### src/rtl/ps2_key_ctrl.sv
// rtl/ps2_key_ctrl.sv - PS/2 scan-code prefix decoder with event FIFO and processor port interface
module ps2_key_ctrl #(
  parameter int         DEPTH_LOG2  = 3,
  parameter logic [7:0] DATA_PORT   = 8'h70,
  parameter logic [7:0] STATUS_PORT = 8'h71,
  parameter int         TIMEOUT_CYC = 1000000
) (
  input  logic       CLK,
  input  logic       Reset,
  input  logic       Rx_Done_Tick,
  input  logic [7:0] Rx_Data,
  output logic       RX_En,
  input  logic [7:0] ID_Port,
  input  logic       Read_Strobe,
  output logic [7:0] Data_Out,
  output logic       Key_Ready
);

  localparam int              DEPTH    = 2 ** DEPTH_LOG2;
  localparam int              CW       = DEPTH_LOG2 + 1;
  localparam logic [CW-1:0]   DEPTH_C  = CW'(DEPTH);
  localparam logic [31:0]     TMO_LAST = 32'(TIMEOUT_CYC - 1);

  typedef enum logic [1:0] {IDLE, EXT, BRK, EXT_BRK} state_t;

  state_t                  state, state_next;
  logic [31:0]             tmo_cnt;
  logic                    push;
  logic [9:0]              push_data;
  logic [9:0]              mem [DEPTH];
  logic [DEPTH_LOG2-1:0]   wr_ptr, rd_ptr;
  logic [CW-1:0]           count, count_next;
  logic                    overflow;
  logic                    pop, full, wr_en, ovf_set, ovf_clr, nonempty;
  logic [9:0]              head;
  logic [31:0]             cnt_w;
  logic [3:0]              cnt4;

  // Prefix decoder: E0 marks extended, F0 marks break; a repeated E0 in EXT is absorbed.
  always_comb begin
    state_next = state;
    push       = 1'b0;
    push_data  = {2'b00, Rx_Data};
    if (Rx_Done_Tick) begin
      case (state)
        IDLE: begin
          if (Rx_Data == 8'hE0)      state_next = EXT;
          else if (Rx_Data == 8'hF0) state_next = BRK;
          else                       push = 1'b1;
        end
        EXT: begin
          if (Rx_Data == 8'hF0)      state_next = EXT_BRK;
          else if (Rx_Data == 8'hE0) state_next = EXT;
          else begin
            push       = 1'b1;
            push_data  = {2'b10, Rx_Data};
            state_next = IDLE;
          end
        end
        BRK: begin
          push       = 1'b1;
          push_data  = {2'b01, Rx_Data};
          state_next = IDLE;
        end
        default: begin
          push       = 1'b1;
          push_data  = {2'b11, Rx_Data};
          state_next = IDLE;
        end
      endcase
    end else if (state != IDLE && tmo_cnt == TMO_LAST) begin
      state_next = IDLE;
    end
  end

  always_ff @(posedge CLK) begin
    if (!Reset) state <= IDLE;
    else        state <= state_next;
  end

  always_ff @(posedge CLK) begin
    if (!Reset || Rx_Done_Tick || state == IDLE || tmo_cnt == TMO_LAST) tmo_cnt <= '0;
    else tmo_cnt <= tmo_cnt + 32'd1;
  end

  // A pop in the same cycle frees a slot, so a push at full still lands.
  assign nonempty = (count != '0);
  assign full     = (count == DEPTH_C);
  assign pop      = Read_Strobe && (ID_Port == DATA_PORT) && nonempty;
  assign wr_en    = push && (!full || pop);
  assign ovf_set  = push && full && !pop;
  assign ovf_clr  = Read_Strobe && (ID_Port == STATUS_PORT);

  always_comb begin
    count_next = count;
    if (wr_en && !pop)      count_next = count + 1'b1;
    else if (!wr_en && pop) count_next = count - 1'b1;
  end

  always_ff @(posedge CLK) begin
    if (wr_en) mem[wr_ptr] <= push_data;
  end

  always_ff @(posedge CLK) begin
    if (!Reset) begin
      wr_ptr    <= '0;
      rd_ptr    <= '0;
      count     <= '0;
      overflow  <= 1'b0;
      RX_En     <= 1'b1;
      Key_Ready <= 1'b0;
    end else begin
      if (wr_en) wr_ptr <= wr_ptr + 1'b1;
      if (pop)   rd_ptr <= rd_ptr + 1'b1;
      count     <= count_next;
      RX_En     <= (count_next < DEPTH_C);
      Key_Ready <= (count_next != '0);
      if (ovf_set)      overflow <= 1'b1;
      else if (ovf_clr) overflow <= 1'b0;
    end
  end

  assign head  = mem[rd_ptr];
  assign cnt_w = 32'(count);
  assign cnt4  = (cnt_w > 32'd15) ? 4'hF : cnt_w[3:0];

  always_comb begin
    Data_Out = 8'h00;
    if (ID_Port == DATA_PORT) begin
      Data_Out = nonempty ? head[7:0] : 8'h00;
    end else if (ID_Port == STATUS_PORT) begin
      Data_Out = {nonempty, overflow, nonempty & head[8], nonempty & head[9], cnt4};
    end
  end

endmodule

### config.mk
export PLATFORM = sky130hd
export DESIGN_NAME = ps2_key_ctrl
export DESIGN_NICKNAME = d
export VERILOG_FILES = /design/src/rtl/ps2_key_ctrl.sv
export SDC_FILE = /design/constraint.sdc
export NUM_CORES = 1
export LEC_CHECK = 0
export BUFFER_PORTS_ARGS = -buffer_cell sky130_fd_sc_hd__buf_4
export CAP_MARGIN = 25
export CORE_MARGIN = 2
export CORE_UTILIZATION = 45
export CTS_CLUSTER_DIAMETER = 40
export DETAILED_ROUTE_END_ITERATION = 16
export REMOVE_ABC_BUFFERS = 1
export SLEW_MARGIN = 10
export SYNTH_ARGS = -nofsm -noshare
export SYNTH_HDL_FRONTEND = slang
export SYNTH_SLANG_ARGS = --single-unit
### constraint.sdc
create_clock -name CLK -period 5.3 [get_ports CLK]
set_clock_uncertainty 0.1 [all_clocks]
set_input_delay 0.265 -clock CLK [delete_from_list [all_inputs] [get_ports CLK]]
set_output_delay 0.265 -clock CLK [all_outputs]
set_load 0.01 [all_outputs]
==> Word-level counts from Yosys, hierarchy flattened <==
Memory sizes are Yosys's and may differ from the RTL's. A register that Yosys moved wholly into a read port is not among the register bits.
Index checks and enable logic that the tools add are counted.
{ "totals": {"reg_bits": 47, "ram_bits": 80, "inputBits": 20, "output_inout_bits": 10, "wordCells": 80, "mem_count": 1} }
{ "memory_table": {"columns": ["memory", "depth", "word_bits", "read_ports", "rd_ports_with_merged_regs", "wr", "line_no", "rtl"], "rows": [
  ["mem", 8, 10, 1, 1, 1, "30", "logic [9:0] mem [DEPTH];"]
]} }
{ "op_classes": {"add_sub_neg": 5, "magnitude_cmp": 2, "n_eq_ne": 9, "n_mux": 29, "bitwise_logic": 2, "n_reduce_logical": 24} }
{ "op_table": {"columns": ["cell", "n"], "rows": [
  ["adder 32 x 1 -> 32 bit, second input constant", 1],
  ["== test 32 x 20 -> 1 bit, second input constant", 1],
  ["two-way mux 10 bit", 3],
  ["case mux 10 bit (3 select lines)", 1],
  ["two-way mux 8 bit", 3],
  ["== test 8 x 7 -> 1 bit, second input constant", 2],
  ["== test 8 bit, second input constant", 2],
  ["two-way mux 4 bit", 3],
  ["two-way mux 1 bit", 10],
  ["two-way mux 2 bit", 5],
  ["logical AND 1 bit", 9],
  ["nonzero test 4 bit", 2],
  ["adder 3 x 1 -> 3 bit, second input constant", 2],
  ["two-way mux 3 bit", 2],
  ["nonzero test 2 bit", 3],
  ["adder 4 x 1 -> 4 bit, second input constant", 1],
  ["== test 4 bit, second input constant", 1],
  ["greater-than comparator 4 bit, second input constant", 1],
  ["logical NOT 1 bit", 4],
  ["logical OR 1 bit", 4],
  ["< comparator 4 bit, second input constant", 1],
  ["!= test 4 bit, second input constant", 1],
  ["case mux 2 bit (2 select lines)", 1],
  ["subtractor 4 x 1 -> 4 bit, second input constant", 1],
  ["other kinds (6)", 7]
]} }

==> Depth between registers and ports, before layout <==
{ "logic_depth": {"depth_word": 11, "depth_mapped": 9, "ltp_nobuf": 8} }

==> Worst setup path before layout <==
No wires, ideal clock.
{ "synth_timing": {"path_type": "register to register", "startpoint": "register count[0]", "endpoint": "memory mem[4][0], enable pin", "setup_ps": 390, "t_arrival_ps": 2509, "required_ps": 4810, "setup_slack_ps": 2301, "stages_incl_launch_ff": 9, "n_path_buf": 1, "period_less_slack_ps": 2999, "cell_sequence": "dfxtp_1 inv_1 ha_1 nor3b_1 nor4_2 buf_4 o21ai_1 or2_2 nor3_1"} }
{ "synth_between": {"elab_chain_cells": 6, "elab_cells_between_ends": 8, "classes_between": "1 x eq/ne; 2 x mux; 5 x reduce/logical"} }
{ "synth_rtl": {"columns": ["element", "line_no", "rtl"], "rows": [
  ["start: declaration", "32", "logic [CW-1:0] count, count_next;"],
  ["start signal: assignment", "115", "count <= count_next;"],
  ["== test 4 bit or nonzero test 4 bit (tied branches)", "88, 87", null],
  ["logical NOT 1 bit or logical AND 1 bit (tied branches)", "90, 89", null],
  ["logical OR 1 bit *", "90", "assign wr_en = push && (!full || pop);"],
  ["logical AND 1 bit *", "90", null],
  ["two-way mux 1 bit *", "101", "if (wr_en) mem[wr_ptr] <= push_data;"],
  ["two-way mux 1 bit (not written as such) *", "101", null],
  ["end: declaration", "30", null]
]} }
Every way passes the cells marked *; elsewhere a longest branch is shown, timed or not.

==> Worst setup path in the final report <==
{ "layout_timing": {"startpoint": "register count[1]", "endpoint": "memory mem[4][4], enable pin"} }
The elaborated chain is that of the path after synthesis.

==> impl_metrics.json <==
{
  "status": "complete, no violations",
  "path_max_fanout": 11,
  "preCtsSetupSlack_ps": 2030,
  "routed_wl_microns": 10300,
  "slowest_stage": "nor3_1",
  "dieHeight_microns": 113,
  "clockBufferDepth": 2,
  "drive_above_1_share": 0.204,
  "gp_congestion": 0.756,
  "start_util": 0.465,
  "crit_path_cell_trace": "inv_1 > ha_1 > nor3b_1 > nor4_2 > buf_4 > o21ai_1 > or2_2 > nor3_1 > buf_4",
  "dp.final_hpwl_microns": 6820,
  "synth_cells": 399,
  "fillerInstances": 933,
  "antenna_found_initial": 0,
  "rsz0062_at_grt": "no",
  "crit_path_frequent_cell": "buf_4",
  "cap_violations": 0,
  "syn_avg_cell_area_sq_um": 13.5,
  "synth_cell_types": 47,
  "coreArea_sq_mm": 0.0116,
  "placed_cells": 569,
  "cts.clk_slew.worst_paths_ps": 50,
  "fin_tns_setup_ps": 0,
  "slowest_delay_ps": 640,
  "die-area_sq_mm": 0.0128,
  "io_pins": 30,
  "critPathTopFamily": "simple AND/OR/NAND/NOR gates",
  "multi_input_area_sq_mm": 0.00190,
  "slew_viol_final": 0,
  "setup_violations": 0,
  "period_share": 0.615,
  "cts.sinks": 130,
  "antenna_cells": 0,
  "tightestPinTransition_ps": 1040,
  "ir_worst_vdd_mv": 0.215,
  "synth_flop_cell": "edfxtp_1",
  "wl_per_cell_microns": 17.0,
  "ant_nets": 0,
  "critical_path_buf_inv_count": 3,
  "die_x_microns": 113,
  "required_ps": 5320,
  "max_freq_ghz": 0.307,
  "worstSetupStartpointType": "flop",
  "grt_pass1_wl_microns": 16800,
  "drc": 0,
  "finalNonFillerCells": 609,
  "synth-edff-count": 80,
  "crit_path_end_kind": "flop",
  "regArea_sq_mm": 0.00340,
  "ys_warn_count": 0,
  "dr.pass1.iters": 4,
  "grt_pass1_vias": 3184,
  "synth-seq-cells": 130,
  "area_delta_synth_final_pct": 20.7,
  "avgViaCountPerCell": 5.25,
  "cts_root_buffer": "clkbuf_16",
  "final_common_cell": "edfxtp_1",
  "postCtsSetupBuffers": 0,
  "p_per_area_mw_per_mm2": 364,
  "hp-class": "in2reg",
  "syn-cell-area_sq_mm": 0.00538,
  "relSlewSlack": 0.307,
  "grt_overflow": 0,
  "path_class": "reg2reg",
  "h-tree-depth": 4,
  "arrival_ps": 3280,
  "layout_min_cycle_time_ps": 3260,
  "layout_common_cells": "edfxtp_1, nor2_1, dfxtp_1, buf_4, nand2_1",
  "vias": 3198,
  "ys_async_sr_fraction": 0,
  "power.leakage_nw": 2.17,
  "cts_tree": "yes",
  "layout_setup_ws_ps": 2040,
  "cts_buffers": 17,
  "drt_iter0_drc": 214,
  "io_buffers": 29,
  "grt_max_degree": 33,
  "ys_seq_area_frac": 0.633,
  "hold_violations": 0,
  "fp-row-count": 39,
  "clk_latency_ps": 420,
  "grt_usage": 0.176,
  "fin_nets": 478
}
## registers in the layout, summed over array words and instances (netlist names), named ones only
| signal | count |
|---|---|
| mem | 80 |
| tmo_cnt | 32 |
| RX_En | 1 |
| state | 2 |
| overflow | 1 |
| count | 4 |
| rd_ptr | 3 |
| wr_ptr | 3 |
| Key_Ready | 1 |
## stage by stage
stage / hold slack [ps] / utilization / power (W) / instance area (sq um)
detailed placement: 355 / 0.501 / 0.00121 / 5800
global route: 11.4 / 0.561 / 0.00244 / 6490
floorplan: 227 / - / 0.00117 / 5340
finish: 29.4 / 0.561 / 0.00236 / 6490
global placement: 342 / 0.501 / 0.00121 / 5800
CTS: 6.43 / 0.561 / 0.00239 / 6490
## layer usage
layer	track usage	part of all wire
met3	0.0621	0.057
met4	0.0642	0.0053
met5	0	0
met2	0.263	0.47
met1	0.239	0.47
## cell usage after synthesis, types with 2 or more instances
cell type / n / area, sq um
edfxtp_1: 80 / 2400
nor2_1: 54 / 203
dfxtp_1: 50 / 1000
nand2_1: 25 / 93.8
mux4_2: 20 / 450
xor2_1: 19 / 166
xnor2_1: 18 / 158
mux2i_1: 12 / 120
nand3_1: 10 / 50.1
nor3_1: 10 / 50.1
o21ai_0: 9 / 45.0
and2_1: 8 / 50.1
and3_1: 8 / 50.1
inv_1: 8 / 30.0
clkbuf_1: 6 / 22.5
nor4_1: 6 / 37.5
ha_1: 5 / 62.6
nand2b_1: 5 / 31.3
nand4_1: 5 / 31.3
and4_1: 4 / 35.0
a21oi_1: 2 / 10.0
a22oi_1: 2 / 15.0
and3b_1: 2 / 17.5
buf_2: 2 / 10.0
nand4b_1: 2 / 17.5
nor3b_1: 2 / 15.0
o211ai_1: 2 / 15.0
o22ai_1: 2 / 12.5
or2_2: 2 / 12.5
or4_1: 2 / 15.0
## where the power goes
part           total (W)  switching, W  internal, W  leakage, nW
sequential       0.00110     0.0000106      0.00109         1.14
clock            0.00116      0.000391     0.000772        0.305
combinational  0.0000933     0.0000486    0.0000447        0.719
total            0.00236      0.000450      0.00191         2.17
## final cells by class
type | instances | share of cell area
Timing Repair Buffer | 45 | 0.0551
Inverter | 9 | 0.00521
Sequential cell | 130 | 0.524
Multi-Input combinational cell | 250 | 0.293
Tap cell | 143 | 0.0276
Clock inverter | 3 | 0.00617
Clock buffer | 29 | 0.0881
## kinds of logic (layout without fill, tap and decap cells)
group	after synthesis	in the layout	synth area share
AOI/OAI and AO/OA	24	24	0.0321
xor gates and xnor gates	37	37	0.0602
adders and majority gates	5	5	0.0116
buffers and inverters	19	86	0.0144
DFF	130	130	0.633
muxes	32	32	0.106
and+or+nand+nor	152	152	0.143
## repair_timing
| action | 4_1_cts | 5_1_grt |
|---|---|---|
| resized for setup | 0 | 0 |
| setup endpoints to repair | 0 | 0 |
| hold buffers | 8 | 0 |
| endpoints found under the hold margin | 50 | 0 |
## final timing paths
kind	start	endpoint	slack (ps)	cells past startpoint
worst max-delay path	count[1]$_SDFF_PN0_	mem[4][4]$_DFFE_PP_	2040	9
worst min-delay path	Rx_Data[3]	mem[3][3]$_DFFE_PP_	30	1
worst max register to register	count[1]$_SDFF_PN0_	mem[4][4]$_DFFE_PP_	2040	9
worst min register to register	tmo_cnt[0]$_SDFF_PP0_	tmo_cnt[0]$_SDFF_PP0_	360	1
Power figures use the tool's default switching activity.
